<file path="src/rtl/fifo_param.sv">
// Parametrised single-clock FIFO with occupancy count, almost-full/almost-empty
// thresholds and overflow/underflow pulses. Define FIFO_FWFT_EN for first-word-fall-through reads.
module fifo_param #(
  parameter int unsigned WIDTH    = 8,
  parameter int unsigned DEPTH    = 16,
  parameter int unsigned AF_LEVEL = DEPTH - 2,
  parameter int unsigned AE_LEVEL = 2
) (
  input  logic                       clk,
  input  logic                       rst,
  input  logic                       wr_en,
  input  logic                       rd_en,
  input  logic [WIDTH-1:0]           data_in,
  output logic [WIDTH-1:0]           data_out,
  output logic                       empt,
  output logic                       full,
  output logic                       almost_empty,
  output logic                       almost_full,
  output logic [$clog2(DEPTH):0]     count,
  output logic                       overflow,
  output logic                       underflow
);

  localparam int unsigned AW = $clog2(DEPTH);

  logic [WIDTH-1:0] r_mem [DEPTH];
  logic [AW-1:0]    r_wr_ptr;
  logic [AW-1:0]    r_rd_ptr;
  logic [AW:0]      r_count;
  logic             r_empt;
  logic             r_full;
  logic             r_almost_empty;
  logic             r_almost_full;
  logic             r_overflow;
  logic             r_underflow;
  logic [WIDTH-1:0] r_dout;

  logic             w_rd_acc;
  logic             w_wr_acc;
  logic [AW:0]      w_count_nxt;

  // A read on a full FIFO frees the slot the simultaneous write lands in.
  assign w_rd_acc    = rd_en & ~r_empt;
  assign w_wr_acc    = wr_en & (~r_full | w_rd_acc);
  assign w_count_nxt = r_count + (AW+1)'(w_wr_acc) - (AW+1)'(w_rd_acc);

  always_ff @(posedge clk) begin
    if (w_wr_acc && !rst) begin
      r_mem[r_wr_ptr] <= data_in;
    end
  end

  always_ff @(posedge clk) begin
    if (rst) begin
      r_wr_ptr       <= '0;
      r_rd_ptr       <= '0;
      r_count        <= '0;
      r_empt         <= 1'b1;
      r_full         <= 1'b0;
      r_almost_empty <= 1'b1;
      r_almost_full  <= (AF_LEVEL == 0);
      r_overflow     <= 1'b0;
      r_underflow    <= 1'b0;
    end else begin
      if (w_wr_acc) begin
        r_wr_ptr <= r_wr_ptr + AW'(1);
      end
      if (w_rd_acc) begin
        r_rd_ptr <= r_rd_ptr + AW'(1);
      end
      r_count        <= w_count_nxt;
      r_empt         <= (w_count_nxt == '0);
      r_full         <= (32'(w_count_nxt) == DEPTH);
      r_almost_empty <= (32'(w_count_nxt) <= AE_LEVEL);
      r_almost_full  <= (32'(w_count_nxt) >= AF_LEVEL);
      r_overflow     <= wr_en & r_full & ~w_rd_acc;
      r_underflow    <= rd_en & r_empt;
    end
  end

`ifdef FIFO_FWFT_EN
  // Head word is shown combinationally; r_dout keeps the last head for the empty case.
  always_ff @(posedge clk) begin
    if (rst) begin
      r_dout <= '0;
    end else if (!r_empt) begin
      r_dout <= r_mem[r_rd_ptr];
    end
  end

  assign data_out = r_empt ? r_dout : r_mem[r_rd_ptr];
`else
  always_ff @(posedge clk) begin
    if (rst) begin
      r_dout <= '0;
    end else if (w_rd_acc) begin
      r_dout <= r_mem[r_rd_ptr];
    end
  end

  assign data_out = r_dout;
`endif

  assign empt         = r_empt;
  assign full         = r_full;
  assign almost_empty = r_almost_empty;
  assign almost_full  = r_almost_full;
  assign count        = r_count;
  assign overflow     = r_overflow;
  assign underflow    = r_underflow;

endmodule

</file>
<file path="config.mk">
export PLATFORM = sky130hd
export DESIGN_NAME = fifo_param
export DESIGN_NICKNAME = d
export VERILOG_FILES = /design/src/rtl/fifo_param.sv
export SDC_FILE = /design/constraint.sdc
export NUM_CORES = 1
export LEC_CHECK = 0
export ABC_AREA = 1
export CORE_ASPECT_RATIO = 1.5
export CORE_MARGIN = 2
export CORE_UTILIZATION = 54
export CTS_CLUSTER_SIZE = 24
export DETAILED_ROUTE_END_ITERATION = 12
export GPL_ROUTABILITY_DRIVEN = 0
export PLACE_DENSITY = 0.76
export SETUP_SLACK_MARGIN = 0.5
export SYNTH_ARGS = -nofsm -noshare
export SYNTH_HDL_FRONTEND = slang
export SYNTH_SLANG_ARGS = --single-unit
</file>
<file path="constraint.sdc">
create_clock -name clk -period 2.7 [get_ports clk]
set_clock_uncertainty 0.1 [all_clocks]
set_input_delay 0.675 -clock clk [delete_from_list [all_inputs] [get_ports clk]]
set_output_delay 0.675 -clock clk [all_outputs]
set_load 0.01 [all_outputs]
</file>
==> flow_metrics.env <==
export IMPL_drtPass1Iterations=5
export IMPL_synth_compound_area_frac=0.009292
export IMPL_pin_count=31
export IMPL_ys_seq_elements=155
export IMPL_r2r_start="empt$_SDFF_PP1_"
export IMPL_synth_distinct_cells=24
export IMPL_numCtsBuffers=17
export IMPL_r2r_setup_slack_ns=0.47
export IMPL_synth_fa_ha_area_frac=0.02245
export IMPL_stdcell_count=813
export IMPL_synth_area_top_cells="edfxtp_1, nand2_1, nand3_1"
export IMPL_grt_pass1_vias=4376
export IMPL_cts_tree="built"
export IMPL_grt_max_degree=67
export IMPL_cts_sinks=155
export IMPL_antenna_cells=0
export IMPL_grt_usage=0.2319
export IMPL_synthArstFlopShare=0
export IMPL_drt_iter0_drc=338
export IMPL_core_um2=11590
export IMPL_vias=4409
export IMPL_reg2regPathDepth=14
export IMPL_synthMuxAreaShare=0
export IMPL_ys_seq_area_frac=0.6783
export IMPL_finalNetCount=673
export IMPL_end_kind="flop"
export IMPL_syn_num_nets=622
export IMPL_dieWidth_um=93.33
export IMPL_hold_buffers=0
export IMPL_fin_crit_sh=0.8273
export IMPL_outcome="complete, no violations"
export IMPL_crit_required_ns=2.92
export IMPL_nFillCells=838
export IMPL_drv_slew=0
export IMPL_rows=48
export IMPL_finalHoldViolations=0
export IMPL_rsz0062_at_grt="yes"
export IMPL_path_clk_slew_ns=0.06
export IMPL_drive_gt1_frac=0.1267
export IMPL_worstSetupPathType="flop to flop"
export IMPL_synth_top_family_by_area="simple AND/OR/NAND/NOR gates"
export IMPL_root_buffer="clkbuf_16"
export IMPL_period_needed_ns=2.234
export IMPL_maxCapViolCount=0
export IMPL_arrival_ns=2.46
export IMPL_p_leak_nw=2.947
export IMPL_routed_wl_um=13920
export IMPL_tightest_slew_ns=0.7284
export IMPL_wl_per_cell_um=17.12
export IMPL_hold_class="flop to flop"
export IMPL_timing_fmax_mhz=447.7
export IMPL_cp_start_kind="flop"
export IMPL_synthesis_instances=599
export IMPL_die_h_um=138.0
export IMPL_synth_top_area_frac=0.5947
export IMPL_port_buffers=30
export IMPL_synth_edf_count=128
export IMPL_syn_area_um2=6464
export IMPL_yosys_area_top_type="edfxtp_1"
export IMPL_grt_remaining_overflow=0
export IMPL_dpl_hpwl_um=8715
export IMPL_slew_headroom=0.5137
export IMPL_whs_ns=0.3800
export IMPL_ctsLongestPathBuffers=2
export IMPL_ant_nets=0
export IMPL_h_tree_depth=4
export IMPL_total_power_mw=6.994
export IMPL_via_per_inst=5.423
export IMPL_dp_cells=778
export IMPL_area_growth_pct=18.35
export IMPL_ir_drop_v=0.0007232
export IMPL_synthSimpleGateAreaFrac=0.2317
export IMPL_start_util=0.5576
export IMPL_drc_errors=0
export IMPL_antenna_found_initial=0
export IMPL_startpoint="empt$_SDFF_PP1_"
export IMPL_synth_xor_area_frac=0.004065
export IMPL_p_per_area_nw_per_um2=914.3
export IMPL_r2r_end="count[4]$_SDFF_PP0_"
export IMPL_synth_area_per_cell_um2=10.79
export IMPL_crit_fanout=4
export IMPL_crit_end="count[4]$_SDFF_PP0_"
export IMPL_setup_viol_count_final=0
export IMPL_die_area_um2=12880
export IMPL_grt_first_pass_wirelength_um=22080
export IMPL_synth_warnings=0
export IMPL_synth_main_ff_cell="edfxtp_1"
export IMPL_clock_latency_ns=0.42
[cell type report]
type                    count  area, µm²  area share
clock buffers              18      429.2     0.05610
flip-flops and latches    155       4387      0.5734
repair buffers             61      530.5     0.06935
multi-input cells         383       1795      0.2347
inverters                  32      125.1     0.01636
well taps                 150      187.7     0.02453
clock inverters            14      195.2     0.02552
[kinds of logic after synthesis]
kind of cell,after synthesis
xor gates and xnor gates,3
buffers and inverters,61
DFF,155
AOI/OAI and AO/OA,12
and+or+nand+nor,357
adders and majority gates,11
[critical path, cell delays in order (launching register included)]
cell	delay, ns
dfxtp_2	0.33
inv_2	0.09
nand2_8	0.06
nand2_4	0.06
nand2_4	0.05
ha_4	0.26
inv_2	0.03
ha_4	0.15
fa_2	0.38
nand3_2	0.08
nand2_2	0.05
and2_1	0.13
nor2_1	0.13
nor2_2	0.08
buf_4	0.13
[registers in the layout, summed over array words and instances, names as in the netlist]
| signal | cells |
|---|---|
| almost_full | 1 |
| almost_empty | 1 |
| full | 1 |
| r_rd_ptr | 4 |
| count | 5 |
| underflow | 1 |
| empt | 1 |
| data_out | 8 |
| r_wr_ptr | 4 |
| r_mem | 128 |
| overflow | 1 |
[layout by cell type (no fill, tap or decap), types with 2 or more instances in the layout]
| cell | synthesis | final |
|---|---|---|
| nand2_1 | 194 | 191 |
| edfxtp_1 | 128 | 128 |
| nand3_1 | 112 | 111 |
| nor2_1 | 43 | 42 |
| buf_4 | 1 | 30 |
| clkdlybuf4s50_1 | 0 | 28 |
| dfxtp_1 | 27 | 25 |
| inv_1 | 23 | 22 |
| clkbuf_16 | 0 | 17 |
| a21oi_1 | 9 | 9 |
| inv_2 | 8 | 8 |
| ha_1 | 10 | 8 |
| bufinv_16 | 0 | 4 |
| clkinvlp_4 | 0 | 4 |
| nor2_2 | 2 | 3 |
| o21ai_1 | 3 | 3 |
| xor2_1 | 3 | 3 |
| inv_4 | 1 | 2 |
| nand2_4 | 0 | 2 |
| nor3_1 | 2 | 2 |
| ha_4 | 0 | 2 |
| clkinv_4 | 0 | 2 |
| clkinv_1 | 0 | 2 |
| dfxtp_2 | 0 | 2 |
[layer usage]
layer,up-vias,part of all wire,GRT usage
met5,-,0,0
met4,0,0.028,0.1127
met3,25,0.041,0.04728
met2,110,0.55,0.4249
met1,2148,0.38,0.2536
li1,2126,-,-
[worst min-delay path by stage]
stage                     from                   end  cells after the start
2_1_floorplan  empt$_SDFF_PP1_  underflow$_SDFF_PP0_                      2
3_3_place_gp   empt$_SDFF_PP1_  underflow$_SDFF_PP0_                      2
3_5_place_dp   empt$_SDFF_PP1_  underflow$_SDFF_PP0_                      2
4_1_cts        empt$_SDFF_PP1_  underflow$_SDFF_PP0_                      2
5_1_grt        empt$_SDFF_PP1_  underflow$_SDFF_PP0_                      2
6_report       empt$_SDFF_PP1_  underflow$_SDFF_PP0_                      2
[through the flow]
stage               setup TNS (ns)    util  worst slack (ns)  instance area [µm²]
floorplan                        0       -            0.1749                 6525
global placement            -1.855  0.6028           -0.3574                 6987
detailed placement          -3.390  0.6028           -0.4241                 6987
CTS                              0  0.6564            0.5104                 7609
global route                     0  0.6600            0.3972                 7650
finish                           0  0.6600            0.4662                 7650
[Yosys cell counts, types with 3 or more instances]
cell      instances
dfxtp_1          27
buf_6            10
a21oi_1           9
inv_2             8
o21ai_1           3
nand3_1         112
nor2_1           43
buf_2            14
nand2_1         194
ha_1             10
edfxtp_1        128
xor2_1            3
inv_1            23
[report_power, final]
part           switching (mW)  internal [mW]  leakage, nW
Sequential             0.0947           2.73         1.38
Combinational            1.02          0.678         1.28
Clock                   0.930           1.55        0.290
Total                    2.04           4.95         2.95
[what timing repair did]
| item | CTS | global route |
|---|---|---|
| gates resized for setup | 7 | 5 |
| pin swaps | 4 | 7 |
| endpoints found under the setup margin | 136 | 4 |
| buffers inserted | 0 | 3 |
Power figures use the tool's default switching activity.
